--- src/rtl/adder_share_arb.sv ---
// -----------------------------------------------------------------------------
// adder_share_arb
//   Shares a single ripple-carry adderN between two requesters.
//   A round-robin arbiter picks a winner in IDLE, its operands are captured,
//   the addition runs in EXEC, and the registered sum/carry is presented with
//   a one-cycle done pulse in RESP.
//
//   Optional build macro:
//     ADDER_ARB_SAT_EN  - when the adder carries out, the registered sum is
//                         forced to all-ones. cout still reports the carry.
//                         When it is undefined, the sum wraps.
// -----------------------------------------------------------------------------

// Plain N-bit ripple-carry adder built from full-adder cells.
module adderN #(
  parameter int N = 8
) (
  input  logic [N-1:0] a,
  input  logic [N-1:0] b,
  input  logic         cin,
  output logic [N-1:0] sum,
  output logic         cout
);

  logic [N:0] carry;

  assign carry[0] = cin;

  for (genvar i = 0; i < N; i++) begin : g_fa
    assign sum[i]     = a[i] ^ b[i] ^ carry[i];
    assign carry[i+1] = (a[i] & b[i]) | (carry[i] & (a[i] ^ b[i]));
  end

  assign cout = carry[N];

endmodule


module adder_share_arb #(
  parameter int N = 8
) (
  input  logic         clk,
  input  logic         rst,
  input  logic         req0,
  input  logic [N-1:0] a0,
  input  logic [N-1:0] b0,
  input  logic         req1,
  input  logic [N-1:0] a1,
  input  logic [N-1:0] b1,
  output logic         gnt0,
  output logic         gnt1,
  output logic         done,
  output logic         done_id,
  output logic [N-1:0] sum,
  output logic         cout
  ,
  output logic         busy
);

  typedef enum logic [1:0] {
    IDLE = 2'd0,
    EXEC = 2'd1,
    RESP = 2'd2
  } state_t;

  state_t       state;
  state_t       state_nx;

  logic         take;      // a grant happens at the coming edge
  logic         win_sel;   // arbiter choice for the coming grant
  logic         win;       // owner of the operation in flight
  logic         last;      // most recent winner, drives the round-robin tie-break

  logic [N-1:0] op_a;
  logic [N-1:0] op_b;

  logic [N-1:0] add_sum;
  logic         add_cout;
  logic [N-1:0] res_sum;

  // Round-robin choice: a lone request wins; on a tie the port that did not
  // win last time goes first.
  always_comb begin
    if (req0 && req1) begin
      win_sel = ~last;
    end else begin
      win_sel = req1;
    end
  end

  // Next-state logic for the fixed IDLE -> EXEC -> RESP sequence.
  always_comb begin
    // NOTE: every signal gets a default before the case so no path can leave
    // it unassigned, which would otherwise infer a latch.
    state_nx = state;
    take     = 1'b0;
    unique case (state)
      IDLE: begin
        if (req0 || req1) begin
          take     = 1'b1;
          state_nx = EXEC;
        end
      end
      EXEC:    state_nx = RESP;
      RESP:    state_nx = IDLE;
      default: state_nx = IDLE;
    endcase
  end

  // State register.
  always_ff @(posedge clk or posedge rst) begin
    // NOTE: sequential state is always written with non-blocking assignments
    // so every register samples pre-edge values regardless of block ordering.
    if (rst) begin
      state <= IDLE;
    end else begin
      state <= state_nx;
    end
  end

  // Capture the winner and its operands on a grant; the adder inputs stay
  // frozen otherwise, so requester activity during EXEC/RESP is ignored.
  always_ff @(posedge clk or posedge rst) begin
    if (rst) begin
      last <= 1'b1;
      win  <= 1'b0;
      op_a <= '0;
      op_b <= '0;
    end else if (take) begin
      last <= win_sel;
      win  <= win_sel;
      op_a <= win_sel ? a1 : a0;
      op_b <= win_sel ? b1 : b0;
    end
  end

  // The single shared adder.
  adderN #(.N(N)) u_adder (
    .a    (op_a),
    .b    (op_b),
    .cin  (1'b0),
    .sum  (add_sum),
    .cout (add_cout)
  );

`ifdef ADDER_ARB_SAT_EN
  // Clamp to all-ones when the addition overflows N bits.
  assign res_sum = add_cout ? {N{1'b1}} : add_sum;
`else
  // Raw wrapping sum.
  assign res_sum = add_sum;
`endif

  // Register the result at the end of EXEC; it holds until the next done.
  always_ff @(posedge clk or posedge rst) begin
    if (rst) begin
      sum     <= '0;
      cout    <= 1'b0;
      done_id <= 1'b0;
    end else if (state == EXEC) begin
      sum     <= res_sum;
      cout    <= add_cout;
      done_id <= win;
    end
  end

  // Status pulses decode directly from the state register, so reset clears
  // them immediately and an aborted operation never reports done.
  assign gnt0 = (state == EXEC) && !win;
  assign gnt1 = (state == EXEC) &&  win;
  assign done = (state == RESP);
  assign busy = (state != IDLE);

endmodule
--- config.mk ---
export PLATFORM = sky130hd
export DESIGN_NAME = adder_share_arb
export DESIGN_NICKNAME = d
export VERILOG_FILES = /design/src/rtl/adder_share_arb.sv
export SDC_FILE = /design/constraint.sdc
export NUM_CORES = 1
export LEC_CHECK = 0
export CAP_MARGIN = 20
export CORE_ASPECT_RATIO = 0.7
export CORE_UTILIZATION = 51
export CTS_BUF_LIST = sky130_fd_sc_hd__clkbuf_8
export CTS_CLUSTER_DIAMETER = 120
export DETAILED_ROUTE_END_ITERATION = 10
export GPL_ROUTABILITY_DRIVEN = 0
export PLACE_DENSITY = 0.87
export SYNTH_ARGS = -nofsm -noshare
export SYNTH_HDL_FRONTEND = slang
export SYNTH_SLANG_ARGS = --single-unit
--- constraint.sdc ---
create_clock -name clk -period 6.2 [get_ports clk]
set_clock_uncertainty 0.2 [all_clocks]
set_input_delay 1.86 -clock clk [delete_from_list [all_inputs] [get_ports clk]]
set_output_delay 1.86 -clock clk [all_outputs]
set_load 0.02 [all_outputs]
Word level (Yosys, flattened, before mapping)
Cells that the tools add are included.

cells by class
  add/subtract/negate cells = 0
  $mul = 0
  divide/modulo/power cells = 0
  $lt $le $gt $ge = 0
  equality and inequality tests = 3
  shifts and indexed selects = 0
  muxes and demuxes = 7
  bitwise logic cells = 38
  reductions and logical operators = 7

operators by type and width
  operator            number
  $mux 8              2
  $and 1x1->1         15
  $xor 1x1->1         15
  $or 1x1->1          7
  $pmux 2 s2          1
  $logic_and 1x1->1   3
  $mux 1              3
  $eq 2x1->1 const B  1
  $eq 2x2->1 const B  1
  $logic_not 2->1     1
  $mux 2              1
  $ne 2x2->1 const B  1
  $reduce_bool 2->1   1
  $logic_not 1->1     1
  $logic_or 1x1->1    1
  $not 1->1           1

storage, ports and cells
  flip-flop bits (word level) = 30
  latch bits = 0
  bits in writable memories = 0
  memory bits (read-only) = 0
  bits of input ports = 36
  output and inout port bits = 14
  word-level logic and storage cells = 63
  memories kept = 0

Depth between registers and ports, before layout
Gate-level depths: netlist (run 1).

  depth in word-level cells = 15
  gate-level depth with buffers = 12
  depth with buffers taken out = 12

Modules after synthesis
A second synthesis (run 1) with hierarchy kept.

unflattened totals
  cells, all modules = 128
  area, all modules = 1575.3 µm²

modules (own cells, without submodules)
  module           instances  cells each  area each (µm²)  sequential area each (µm²)
  adder_share_arb  1          110         1377.6           752.0
  adderN           1          18          197.7            0.0

Least setup slack after synthesis (run 1)
OpenSTA, ideal clock, no wires.

  path type = register to register
  start point = register op_a[0]
  end point = register sum[7]
  library setup time = 0.083 ns
  arrival time = 3.239 ns
  required time = 5.917 ns
  path slack = 2.678 ns
  stages on the path, launching flop included = 13
  path buffers = 0
  period minus slack after synthesis = 3.522 ns
  path through = dfrtp_1 ha_1 inv_1 fa_1 inv_1 fa_1 fa_1 fa_1 fa_1 fa_1 inv_1 fa_1 o21ai_0

between the ends
  cells in the longest elaborated chain, start to end = 14

ends and longest elaborated chain
  what                      RTL line  RTL
  start, declared           74        logic [N-1:0] op_a;
  start signal, assigned    132       op_a <= win_sel ? a1 : a0;
  $and 1x1->1 (2 in a row)  31        assign carry[i+1] = (a[i] & b[i]) | (carry[i] & (a[i] ^ b[i]));
  $or 1x1->1                31
  $and 1x1->1               31
  $or 1x1->1                31
  $and 1x1->1               31
  $or 1x1->1                31
  $and 1x1->1               31
  $or 1x1->1                31
  $and 1x1->1               31
  $or 1x1->1                31
  $and 1x1->1               31
  $or 1x1->1                31
  $xor 1x1->1               30        assign sum[i] = a[i] ^ b[i] ^ carry[i];
  end signal, assigned      161       sum <= res_sum;
  end, declared             54        output logic [N-1:0] sum,

No other way between the ends.
A chain may end at the register's enable or synchronous reset.

Worst setup path in the final report (run 1)
  start point = register state[1]
  end point = output gnt1

between the ends
  cells in the longest elaborated chain, start to end = 2

ends and longest elaborated chain
  what                    RTL line  RTL
  start, declared         66        state_t state;
  start signal, assigned  117       state <= state_nx;
  $eq 2x1->1              170       assign gnt1 = (state == EXEC) && win;
  $logic_and 1x1->1       170
  end, declared           51        output logic gnt1,

No other way between the ends.

==> impl_metrics.yaml, run 1 <==
cells_and_area:
  finish.cell_count_without_fillers: 209
  n_fill_cell: 183
  fin_nets: 217
  area_growth_pct: 39.4
  layout_cell_share_with_drive_strength_beyond_1: 0.185
  diodes: 0
clock_network:
  clock_path_buffers: 2
  resized_after_cts: 0
  cts_post_setup_buffers_inserted: 0
  cts-hold-fix-buffers: 0
  tritoncts: "built"
  ctsRootBufferMaster: "clkbuf_8"
  cts_sinks: 30
  ctsHtreeMaxLevel: 2
  cts-buffers-inserted: 5
  worstSkewPairLatency_ns: 0.28
  reg_clk_slew_reported_paths_ns: 0.06
power:
  power.density_cell_area_nw_per_um2: 484
  static-leakage-power_uw: 0.000995
  ir_drop_mv: 0.230
logic_synthesis:
  post-synth-top-area-fraction: 0.477
  mappedNetlistNets: 164
  ys_top_cells_by_area: "dfrtp_1 (48%), mux2_2 (14%), fa_1 (9.2%)"
  synth.ff_latch_count: 30
  syn_area_um2: 1520
  synth_top_flop_cell: "dfrtp_1"
  yosys.cell_count.top_type: "dfrtp_1"
  netlist.top_cell.by_area: "dfrtp_1"
  synth_async_sr_flop_share: 1.00
  synth-warning-count: 0
  yosysUniqueCellTypes: 25
  syn-mean-instance-area_um2: 12.7
  synth_seq_area_share: 0.494
  synth_commonest_cells: "dfrtp_1 (29), nand2_1 (21), mux2_2 (19), inv_1 (10), mux2i_1 (8)"
  synthCells: 120
  number_of_synthesized_flops_with_an_enable_pin: 0
routing:
  drcViolationCount: 0
  totalWireLength_um: 2960
  wire_per_inst_um: 14.2
  dr_total_vias: 1027
  dr.pass1.iters: 4
  detail_route.vias_per_cell: 4.91
  dr.first_iter.drc_count: 21
  postRouteAntennaNets: 0
setup_path:
  critPathArrivalTime_ns: 2.23
  worst-endpoint-required_ns: 4.14
  crit_type: "flip-flop to primary output"
  timing.critical_path.fanout_max: 15
  worst_setup_path_start_kind: "flip-flop"
  setup.worst_path.end_class: "primary output"
grt:
  first_pass_grt_wire_length_um: 4660
  antenna_violations_before_repair: 0
  grt-ovfl-total: 0
  grt_start_max_net_pins: 21
  grt_util_overall: 0.216
  grt_pass1_vias: 1050
sta:
  finalWorstPathRequiredPeriod_ns: 4.29
  max_slew_violations: 0
  timing.setup.tns_ns: 0
  worst_slew_pin_slew_ns: 0.988
  max-slew-margin-rel: 0.341
  timing.fmax_mhz: 233
  hold_viol_final: 0
  final_min_period_over_clock_period: 0.691
  rsz0062_at_grt: "no"
  report.final.setup_viol: 0
hold_path:
  timing.hold.worst.class: "flip-flop to flip-flop"
floorplan:
  die_w_um: 67.3
  fp.dieH_um: 47.7
  die_area_um2: 3210
  core_region_area_um2: 2820
  io_pins: 50
  start_util: 0.539
  core.rowCount: 16
placement:
  dp_hpwl_um: 2170
  io_buffers: 49
  placed_cells_incl_taps: 202
flow_run:
  drv.max_cap_violation_count: 0
outcome:
  status: "completed"
-- worst max-delay path, stage by stage, from the launching register on --
cell	delay, ns
dfrtp_1	0.36
nand2b_1	0.43
clkinv_1	0.36
and2_1	0.26
clkdlybuf4s50_1	0.53
-- kinds of logic (layout without fill, tap and decap cells) --
family | after synthesis | count (layout) | synth area share
and+or+nand+nor | 26 | 26 | 0.0691
adders and majority gates | 8 | 8 | 0.100
DFF | 30 | 30 | 0.494
buffers and inverters | 15 | 68 | 0.0534
muxes | 32 | 32 | 0.243
AOI/OAI and AO/OA | 9 | 9 | 0.0403
-- path summary, 6_finish.rpt --
kind                                      start             endpoint  slack (ns)  cells past startpoint
max                        state[1]$_DFFE_PP0P_                 gnt1        1.91                      4
min                          sum[6]$_DFFE_PP0N_   sum[6]$_DFFE_PP0N_        0.28                      2
min in group asynchronous                   rst   sum[7]$_DFFE_PP0N_        1.71                      2
min reg2reg                  sum[6]$_DFFE_PP0N_   sum[6]$_DFFE_PP0N_        0.28                      2
max in group asynchronous                   rst  op_b[4]$_DFFE_PP0P_        3.61                      3
max reg2reg                 op_a[0]$_DFFE_PP0P_   sum[7]$_DFFE_PP0N_        2.40                     12
-- per-layer routing --
layer,track usage,up-vias,wire length [µm]
met1,0.259,486,1330
met3,0.0714,4,166
met4,0.0681,0,31
li1,-,499,-
met2,0.378,38,1430
met5,0,-,0
-- power breakdown --
part | switching (µW) | internal, µW
sequential | 61.2 | 301
clock | 68.5 | 73.7
combinational | 261 | 261
-- area by class of cell --
type | count | area, µm² | area share
flip-flops and latches | 30 | 752 | 0.355
clock inverters | 2 | 7.51 | 0.00354
multi-input cells | 75 | 688 | 0.324
well taps | 36 | 45.0 | 0.0212
repair buffers | 50 | 518 | 0.244
clock buffers | 5 | 68.8 | 0.0324
inverters | 11 | 41.3 | 0.0195
-- registers in the layout (all words and copies together) (netlist names) --
name and count:
op_a 8, op_b 8, sum 8, state 2
cout 1, done_id 1, last 1, win 1
-- cell usage in the layout (no fill, tap or decap), drive strengths merged, types with 2 or more instances in the layout --
cell type / netlist / routed
nor2: 2 / 2
mux2i: 8 / 8
mux2: 24 / 24
o21ai: 4 / 4
nand2: 21 / 21
fa: 7 / 7
clkbuf: 1 / 5
inv: 10 / 12
dfrtp: 29 / 29
clkdlybuf4s50: 0 / 49
-- stage by stage --
step | setup WS (ns) | util | power (µW) | cell area (µm²) | hold WS (ns)
after detailed placement | 2.09 | 0.724 | 889 | 2040 | 0.263
after floorplan | 2.68 | - | 704 | 1520 | 0.270
final | 1.91 | 0.751 | 1030 | 2120 | 0.280
after CTS | 1.89 | 0.751 | 1040 | 2120 | 0.277
after global routing | 1.76 | 0.751 | 1120 | 2120 | 0.296
after global placement | 2.18 | 0.715 | 857 | 2020 | 0.257
Power figures use the tool's default switching activity.
==> run 2, diff against run 1 <==
--- a/config.mk
+++ b/config.mk
@@ -7,12 +7,12 @@
 export LEC_CHECK = 0
 export CAP_MARGIN = 20
 export CORE_ASPECT_RATIO = 0.7
-export CORE_UTILIZATION = 51
+export CORE_UTILIZATION = 47
 export CTS_BUF_LIST = sky130_fd_sc_hd__clkbuf_8
 export CTS_CLUSTER_DIAMETER = 120
 export DETAILED_ROUTE_END_ITERATION = 10
 export GPL_ROUTABILITY_DRIVEN = 0
-export PLACE_DENSITY = 0.87
+export PLACE_DENSITY = 0.81
 export SYNTH_ARGS = -nofsm -noshare
 export SYNTH_HDL_FRONTEND = slang
 export SYNTH_SLANG_ARGS = --single-unit
==> constraint.sdc (replaced) <==
create_clock -name clk -period 4 [get_ports clk]
set_clock_uncertainty 0.2 [all_clocks]
set_input_delay 1.2 -clock clk [delete_from_list [all_inputs] [get_ports clk]]
set_output_delay 1.2 -clock clk [all_outputs]
set_load 0.02 [all_outputs]
==> run 2 against run 1 <==
Highest routed layer unchanged; global-route usage up 0.42 points; setup slack worse by 1.7 ns; critical endpoint is now sum[7]$_DFFE_PP0N_; clock power increased by 56%; combinational power increased by 64%; hold slack about the same.
==> impl_metrics.yaml, run 2 (synthesis gave the netlist of run 1 again) <==
setup_path:
  worst-endpoint-required_ns: 4.00
  timing.critical_path.fanout_max: 2
  critPathArrivalTime_ns: 3.81
  crit_type: "flip-flop to flip-flop"
  setup.worst_path.end_class: "flip-flop"
  worst_setup_path_start_kind: "flip-flop"
floorplan:
  fp.dieH_um: 49.6
  die_w_um: 70.0
  io_pins: 50
  die_area_um2: 3470
  start_util: 0.517
  core.rowCount: 16
  core_region_area_um2: 2940
grt:
  antenna_violations_before_repair: 0
  grt_util_overall: 0.220
  grt_pass1_vias: 1162
  grt_start_max_net_pins: 31
  grt-ovfl-total: 0
  first_pass_grt_wire_length_um: 5570
sta:
  hold_viol_final: 0
  max-slew-margin-rel: 0.529
  report.final.setup_viol: 0
  timing.fmax_mhz: 262
  final_min_period_over_clock_period: 0.953
  rsz0062_at_grt: "no"
  finalWorstPathRequiredPeriod_ns: 3.81
  timing.setup.tns_ns: 0
  max_slew_violations: 0
  worst_slew_pin_slew_ns: 0.707
  setup_slack_ns: 0.189
cells_and_area:
  design_area_um2: 2140
  area_growth_pct: 40.9
  layout_commonest_cell: "clkdlybuf4s50_1"
  layout_common_cells: "clkdlybuf4s50_1 (49), dfrtp_1 (29), nand2_1 (21), mux2_2 (19), inv_1 (12)"
  layout_cell_share_with_drive_strength_beyond_1: 0.199
  biggestRegsByFlops: "op_a: 8 flops, op_b: 8 flops, sum: 8 flops"
  fin_nets: 220
  diodes: 0
placement:
  placement.cell_area_um2: 2040
  dp_hpwl_um: 2530
  io_buffers: 49
  post-place-ws_ns: 0.157
clock_network:
  cts_sinks: 30
  cts-hold-fix-buffers: 0
  ctsHtreeMaxLevel: 2
  reg_clk_slew_reported_paths_ns: 0.06
  worstSkewPairLatency_ns: 0.28
  clock_path_buffers: 2
  cts-buffers-inserted: 5
  ctsRootBufferMaster: "clkbuf_8"
  tritoncts: "built"
routing:
  wire_per_inst_um: 15.6
  dr.first_iter.drc_count: 61
  dr.pass1.iters: 4
  postRouteAntennaNets: 0
  totalWireLength_um: 3300
  drcViolationCount: 0
  dr_total_vias: 1062
  detail_route.vias_per_cell: 5.01
hold_path:
  timing.hold.worst.class: "flip-flop to flip-flop"
power:
  static-leakage-power_uw: 0.00101
  ir_drop_mv: 0.343
  power.density_cell_area_nw_per_um2: 766
  power.total_uw: 1640
flow_run:
  drv.max_cap_violation_count: 0
outcome:
  status: "completed"
run 2: changes by cell type in the layout (fill, tap and decap cells not counted):
cell and change:
buf_4 +3, o21ai_0 -1, o21ai_1 +1
run 2: worst max-delay path: stages, from the launching register on:
cell and delay [ns]:
dfrtp_1 0.37, ha_1 0.20, inv_1 0.07, fa_1 0.16, inv_1 0.05, fa_1 0.39, fa_1 0.42, fa_1 0.44
fa_1 0.41, fa_1 0.37, inv_1 0.07, fa_1 0.41, o21ai_1 0.16
run 2: where the power goes:
group	total, µW	leakage, µW	switching (µW)	internal (µW)
sequential	567	0.000358	101	466
combinational	854	0.000604	427	427
clock	221	0.0000466	107	114
run 2: per-stage QoR:
step           utilization  cells  hold WS (ns)
2_1_floorplan            -    120         0.270
3_3_place_gp         0.693    204         0.260
3_5_place_dp         0.693    204         0.265
4_1_cts              0.719    211         0.280
5_1_grt              0.728    212         0.298
6_report             0.728    212         0.279
run 2: worst paths after layout:
check / from / to / slack, ns / depth (start not counted)
hold / removal: sum[6]$_DFFE_PP0N_ / sum[6]$_DFFE_PP0N_ / 0.28 / 2
min in group asynchronous: rst / win$_DFFE_PP0P_ / 1.02 / 2
setup / recovery: op_a[0]$_DFFE_PP0P_ / sum[7]$_DFFE_PP0N_ / 0.19 / 12
hold reg to reg: sum[6]$_DFFE_PP0N_ / sum[6]$_DFFE_PP0N_ / 0.28 / 2
max in group asynchronous: rst / op_a[3]$_DFFE_PP0P_ / 2.12 / 3
setup reg to reg: op_a[0]$_DFFE_PP0P_ / sum[7]$_DFFE_PP0N_ / 0.19 / 12
run 2: layout make-up:
cell class | instances | area, µm²
Sequential cell | 30 | 752
Multi-Input combinational cell | 75 | 688
Clock inverter | 2 | 7.51
Fill cell | 190 | 800
Timing Repair Buffer | 53 | 541
Clock buffer | 5 | 68.8
Inverter | 11 | 41.3
Tap cell | 36 | 45.0
run 2: per-layer routing:
metal / wire length, µm / track usage / vias up
met5: 0 / 0 / -
met4: 37 / 0.0533 / 0
met3: 190 / 0.0818 / 4
met2: 1680 / 0.386 / 37
met1: 1400 / 0.257 / 515
li1: - / - / 506
run 2: what timing repair did:
item,4_1_cts,5_1_grt
resized for setup,0,1
buffers inserted,0,0
endpoints found under the setup margin,0,1
hold endpoints to repair,0,0
